File: src/rtl/sram_bus_arbiter.sv
// Arbitrates the cartridge SRAM between the SNES read port and the AVR read/write port,
// sequencing the active-low strobes with programmable wait states and owning the AVR address counter.
module sram_bus_arbiter #(
    parameter int ADDR_W       = 21,
    parameter int DATA_W       = 8,
    parameter int RD_WAIT      = 2,
    parameter int WR_WAIT      = 2,
    parameter int STARVE_LIMIT = 4
) (
    input  logic              avr_clk,
    input  logic              avr_reset,
    input  logic              snes_mode,
    input  logic              snes_req,
    input  logic [ADDR_W-1:0] snes_addr,
    output logic [DATA_W-1:0] snes_rdata,
    output logic              snes_valid,
    input  logic              avr_req,
    input  logic              avr_wr,
    input  logic [DATA_W-1:0] avr_wdata,
    input  logic              avr_addr_load,
    input  logic [ADDR_W-1:0] avr_addr_in,
    output logic [ADDR_W-1:0] avr_addr,
    output logic [DATA_W-1:0] avr_rdata,
    output logic              avr_ack,
    output logic              busy,
    output logic [ADDR_W-1:0] sram_addr,
    output logic [DATA_W-1:0] sram_wdata,
    output logic              sram_data_oe,
    input  logic [DATA_W-1:0] sram_rdata,
    output logic              sram_ce_n,
    output logic              sram_oe_n,
    output logic              sram_we_n
);

    // state   | meaning
    // IDLE    | strobes released, arbitrating every cycle
    // RD      | ce_n/oe_n low, wait down-counter running
    // WR      | ce_n/we_n low, data driven, wait down-counter running
    // RECOVER | strobes released, ack/valid pulse, write data held

    localparam int WAIT_MAX = (RD_WAIT > WR_WAIT) ? RD_WAIT : WR_WAIT;
    localparam int CNT_W    = (WAIT_MAX > 1) ? $clog2(WAIT_MAX) : 1;
    localparam int SW       = $clog2(STARVE_LIMIT + 1);
    localparam logic [CNT_W-1:0] RD_LOAD    = CNT_W'(RD_WAIT - 1);
    localparam logic [CNT_W-1:0] WR_LOAD    = CNT_W'(WR_WAIT - 1);
    localparam logic [SW-1:0]    STARVE_MAX = SW'(STARVE_LIMIT);

    typedef enum logic [1:0] {ST_IDLE, ST_RD, ST_WR, ST_RECOVER} state_t;

    state_t           state, state_nxt;
    logic [CNT_W-1:0] wait_cnt;
    logic [SW-1:0]    starve_cnt;
    logic             own_snes;
    logic             own_wr;
    logic             snes_ok;
    logic             grant_snes;
    logic             grant_avr;
    logic             wait_done;

    // SNES is only held off at the starve limit while the AVR is actually waiting,
    // so a dropped avr_req can never lock the SNES out.
    always_comb begin
        snes_ok    = snes_mode & snes_req & ((starve_cnt != STARVE_MAX) | ~avr_req);
        grant_snes = (state == ST_IDLE) & snes_ok;
        grant_avr  = (state == ST_IDLE) & ~snes_ok & avr_req;
        wait_done  = (wait_cnt == '0);
    end

    always_ff @(posedge avr_clk or posedge avr_reset) begin
        if (avr_reset) state <= ST_IDLE;
        else           state <= state_nxt;
    end

    always_comb begin
        state_nxt = state;
        unique case (state)
            ST_IDLE: begin
                if (grant_snes)     state_nxt = ST_RD;
                else if (grant_avr) state_nxt = avr_wr ? ST_WR : ST_RD;
            end
            ST_RD:      if (wait_done) state_nxt = ST_RECOVER;
            ST_WR:      if (wait_done) state_nxt = ST_RECOVER;
            ST_RECOVER: state_nxt = ST_IDLE;
            default:    state_nxt = ST_IDLE;
        endcase
    end

    always_comb begin
        sram_ce_n    = 1'b1;
        sram_oe_n    = 1'b1;
        sram_we_n    = 1'b1;
        sram_data_oe = 1'b0;
        snes_valid   = 1'b0;
        avr_ack      = 1'b0;
        busy         = (state != ST_IDLE);
        unique case (state)
            ST_RD: begin
                sram_ce_n = 1'b0;
                sram_oe_n = 1'b0;
            end
            ST_WR: begin
                sram_ce_n    = 1'b0;
                sram_we_n    = 1'b0;
                sram_data_oe = 1'b1;
            end
            ST_RECOVER: begin
                sram_data_oe = own_wr;
                snes_valid   = own_snes;
                avr_ack      = ~own_snes;
            end
            default: ;
        endcase
    end

    always_ff @(posedge avr_clk or posedge avr_reset) begin
        if (avr_reset) begin
            own_snes   <= 1'b0;
            own_wr     <= 1'b0;
            wait_cnt   <= '0;
            starve_cnt <= '0;
            sram_addr  <= '0;
            sram_wdata <= '0;
            snes_rdata <= '0;
            avr_rdata  <= '0;
        end else begin
            if (grant_snes) begin
                own_snes  <= 1'b1;
                own_wr    <= 1'b0;
                sram_addr <= snes_addr;
                wait_cnt  <= RD_LOAD;
                if (avr_req) starve_cnt <= starve_cnt + 1'b1;
            end else if (grant_avr) begin
                own_snes   <= 1'b0;
                own_wr     <= avr_wr;
                sram_addr  <= avr_addr;
                wait_cnt   <= avr_wr ? WR_LOAD : RD_LOAD;
                starve_cnt <= '0;
                if (avr_wr) sram_wdata <= avr_wdata;
            end else if ((state == ST_RD || state == ST_WR) && !wait_done) begin
                wait_cnt <= wait_cnt - 1'b1;
            end
            if (state == ST_RD && wait_done) begin
                if (own_snes) snes_rdata <= sram_rdata;
                else          avr_rdata  <= sram_rdata;
            end
        end
    end

    // The in-flight access already captured its address, so a load here never disturbs it.
    always_ff @(posedge avr_clk or posedge avr_reset) begin
        if (avr_reset)                            avr_addr <= '0;
        else if (avr_addr_load)                   avr_addr <= avr_addr_in;
        else if (state == ST_RECOVER && !own_snes) avr_addr <= avr_addr + 1'b1;
    end

endmodule

File: config.mk
export PLATFORM = sky130hd
export DESIGN_NAME = sram_bus_arbiter
export DESIGN_NICKNAME = d
export VERILOG_FILES = /design/src/rtl/sram_bus_arbiter.sv
export SDC_FILE = /design/constraint.sdc
export NUM_CORES = 1
export LEC_CHECK = 0
export CAP_MARGIN = 5
export CORE_MARGIN = 4
export CORE_UTILIZATION = 39
export DETAILED_ROUTE_END_ITERATION = 7
export PLACE_DENSITY = 0.75
export SKIP_CTS_REPAIR_TIMING = 1
export SLEW_MARGIN = 25
export SYNTH_ARGS = -nofsm -noshare
export SYNTH_HDL_FRONTEND = slang
export SYNTH_SLANG_ARGS = --single-unit
File: constraint.sdc
create_clock -name avr_clk -period 2.43 [get_ports avr_clk]
set_input_delay 0.729 -clock avr_clk [delete_from_list [all_inputs] [get_ports avr_clk]]
set_output_delay 0.729 -clock avr_clk [all_outputs]
set_load 0.005 [all_outputs]
==> summary.txt <==
Clocking
  • TritonCTS Buffers: 9
  • Worst-path clk slew: 80 ps
  • Clock Path Buffers: 2
  • Root Buffer: clkbuf_8
  • CTS tree: built
  • Worst-Skew Late Latency: 330 ps
  • CTS H-tree lvls: 3
  • Sink Count: 74

Power
  • Psw: 1640 uW
  • Switch share: 30.7%
  • IR drop worst, VDD: 348 uV
  • Int Pwr: 3710 uW
  • Clock network fraction of total power: 19.5%
  • Power share of the combinational group: 42.5%
  • P_leak: 0.00227 uW
  • Sequential power share: 38.0%
  • Pwr/cell area: 1010 nW/um^2

Min path
  • HP Start: sram_addr[15]
  • Hold WC Path Type: flop to flop
  • Hold path depth: 2

Global routing
  • GRT overflow: 0
  • First-pass GRT wire length: 14.6 mm
  • Initial antenna violation count: 0
  • Number of global-route vias before repair: 3017
  • Largest net degree at the start of global routing: 31
  • GRT Util Overall: 17.9%

Layout
  • Layout cells sized above 1: 13.4%
  • Most common cell after layout, fill and taps aside: clkdlybuf4s50_1
  • Area of the multi-input gates: 1530 sq um
  • Fin nets: 554
  • FF+latch area: 1850 sq um
  • Commonest cells after routing, fill and taps aside: clkdlybuf4s50_1 (131), dfrtp_1 (73), nand2_1 (70), o21ai_0 (25), mux2_2 (24)
  • Number of diodes: 0
  • Layout fillers: 741
  • Synthesis-to-layout area growth: 53.7%
  • Fin util: 61.3%

STA
  • Max-slew headroom: 66.4%
  • Final setup violation count: 0
  • Fin. max-slew vios: 0
  • Min cycle time layout: 2320 ps
  • Hold Fails Final Rpt: 0
  • Highest Clock Rate: 431 MHz
  • Fin crit share: 95.4%
  • RSZ-0062 raised after global routing: no
  • Worst slew pin tran: 503 ps
  • Hold_ws: 467 ps
  • Skew final: 12.0 ps
  • Worst setup margin: 111 ps

Yosys
  • Post-Syn Instances: 335
  • Post-synthesis xor/xnor area fraction: 2.78%
  • Synth Area in Adders: 2.89%
  • Post-synth EDFFs: 0
  • Sequential share of the synthesized area: 53.5%
  • Async S/R FF share, synth: 100%
  • Mean Syn Cell Area: 10.3 sq um
  • Synth Register Bits: 74
  • Synth unique cells: 40
  • Mux cell area share after synthesis: 8.10%
  • Syn_nets: 408
  • Largest family of logic cells by synthesized area: simple AND/OR/NAND/NOR gates
  • Mapped Area: 3460 sq um
  • Compound-cell area share of the yosys netlist: 11.9%
  • Synth Area in Simple Gates: 17.5%
  • Synth Flop Type: dfrtp_1
  • Yosys warning count: 0

Setup path
  • Startpoint types: flop
  • Worst r2r path cells: 5
  • CP bufs+invs: 1
  • Reg2Reg Setup Slack: 370 ps
  • Data required time of the worst path: 1700 ps
  • CP top delay family: buffers and inverters
  • Critical path arrival: 1590 ps
  • Worst setup path start: state[0]
  • FF-to-FF Start: avr_addr[0]
  • Crit-path cells: ha_4 > and2_1 > clkdlybuf4s50_1
  • Setup Crit Path Kind: flop to output port
  • Critical-path top delay cell: clkdlybuf4s50_1
  • CP Depth: 3
  • Crit. End Element: output port
  • Max incr delay on CP: 500 ps
  • CP max FO: 6

Placement
  • Final Wtd Congestion: 0.861
  • Post-place setup slack: 133 ps
  • Port buffer count: 137
  • Dpl hpwl: 6.90 mm

Route
  • DRT Wirelength: 9.11 mm
  • Pre-Repair DR Iteration Count: 4
  • DRC viols: 0
  • Wire length per cell: 15.3 microns
  • Vias per cell: 5.12
  • DR vias: 3039
  • DRT antenna net count: 0
  • Starting DRC count in detailed routing: 75

Floorplanning
  • # IOs: 138
  • Die Y: 102 microns
  • Die X: 102 microns
  • Core Area: 8680 sq um
  • Row count: 34
  • Die ar.: 10400 sq um
  • Initial cell density of the core: 39.9%

Outcome
  • Status: complete, no violations

Run
  • # Max-Cap Violations: 0
[worst register-to-register path: cells and delay by family, from the launching register on]
kind / cells / cell delay [ps]
AND/OR/NAND/NOR: 3 / 1150
flip-flops: 1 / 470
AO/OA/AOI/OAI: 1 / 170
adder cells (fa/ha/maj): 1 / 210
[path summary, 6_finish.rpt]
path | end
min in group asynchronous | sram_wdata[3]
worst max register to register | avr_addr[20]
max in group asynchronous | sram_addr[8]
worst min register to register | sram_addr[15]
worst max-delay path | snes_valid
worst min-delay path | sram_addr[15]
[power by group through the flow]
stage	clock, uW	combinational, uW	sequential (uW)
2_1_floorplan	0	908	2010
3_3_place_gp	0	2210	2030
3_5_place_dp	0	2260	2050
4_1_cts	1070	2270	2020
5_1_grt	1130	2490	2100
6_report	1040	2270	2030
[Yosys cell counts, types with 2 or more instances]
cell	count	area (sq um)
a31oi_1	7	43.8
or4_1	2	15.0
mux2_2	24	270
nand2_1	70	263
nand3_1	8	40.0
clkbuf_1	12	45.0
a21o_1	2	15.0
dfrtp_1	74	1850
nor4_1	4	25.0
o21ai_0	25	125
a21oi_1	2	10.0
nor2_1	12	45.0
a221o_1	2	20.0
o221ai_1	2	17.5
ha_1	8	100
or3_1	7	43.8
and2_1	3	18.8
nand4_1	6	37.5
a22oi_1	21	158
nor3_1	3	15.0
xnor2_1	8	70.1
xor2_1	3	26.3
inv_1	13	48.8
[cell type report]
cell class              count  area share (%)
clock inverters             6            1.69
inverters                  13           0.988
flip-flops and latches     74            34.8
repair buffers            150            28.8
well taps                 108            2.54
clock buffers              10            2.40
multi-input cells         233            28.7
[cells by family after synthesis]
| kind of cell | after synthesis |
|---|---|
| multiplexers | 25 |
| adder cells (fa/ha/maj) | 8 |
| flip-flops | 74 |
| AND/OR/NAND/NOR | 125 |
| XOR/XNOR | 11 |
| AO/OA/AOI/OAI | 64 |
| buffers and inverters | 28 |
[per-stage QoR]
stage	cell area, sq um	TNS (ps)	total power [uW]	instances
2_1_floorplan	3460	0	2920	335
3_3_place_gp	5050	0	4240	577
3_5_place_dp	5050	0	4310	577
4_1_cts	5270	-302	5360	593
5_1_grt	5320	0	5720	594
6_report	5320	0	5350	594
[flip-flops by register name, summed over array words and instances, names as in the netlist]
| name | flops |
|---|---|
| avr_addr | 21 |
| sram_addr | 21 |
| avr_rdata | 8 |
| snes_rdata | 8 |
| sram_wdata | 8 |
| starve_cnt | 3 |
| state | 2 |
| own_snes | 1 |
| own_wr | 1 |
| wait_cnt | 1 |
[metal layers]
metal	wire [microns]	global-route usage [%]	vias to the layer above	share of wire [%]
li1	-	-	1473	-
met1	3920	23.4	1477	43
met2	4650	30.3	85	51
met3	495	3.28	4	5.4
met4	47	5.15	0	0.52
met5	0	0	-	0
Power figures use the tool's default switching activity.
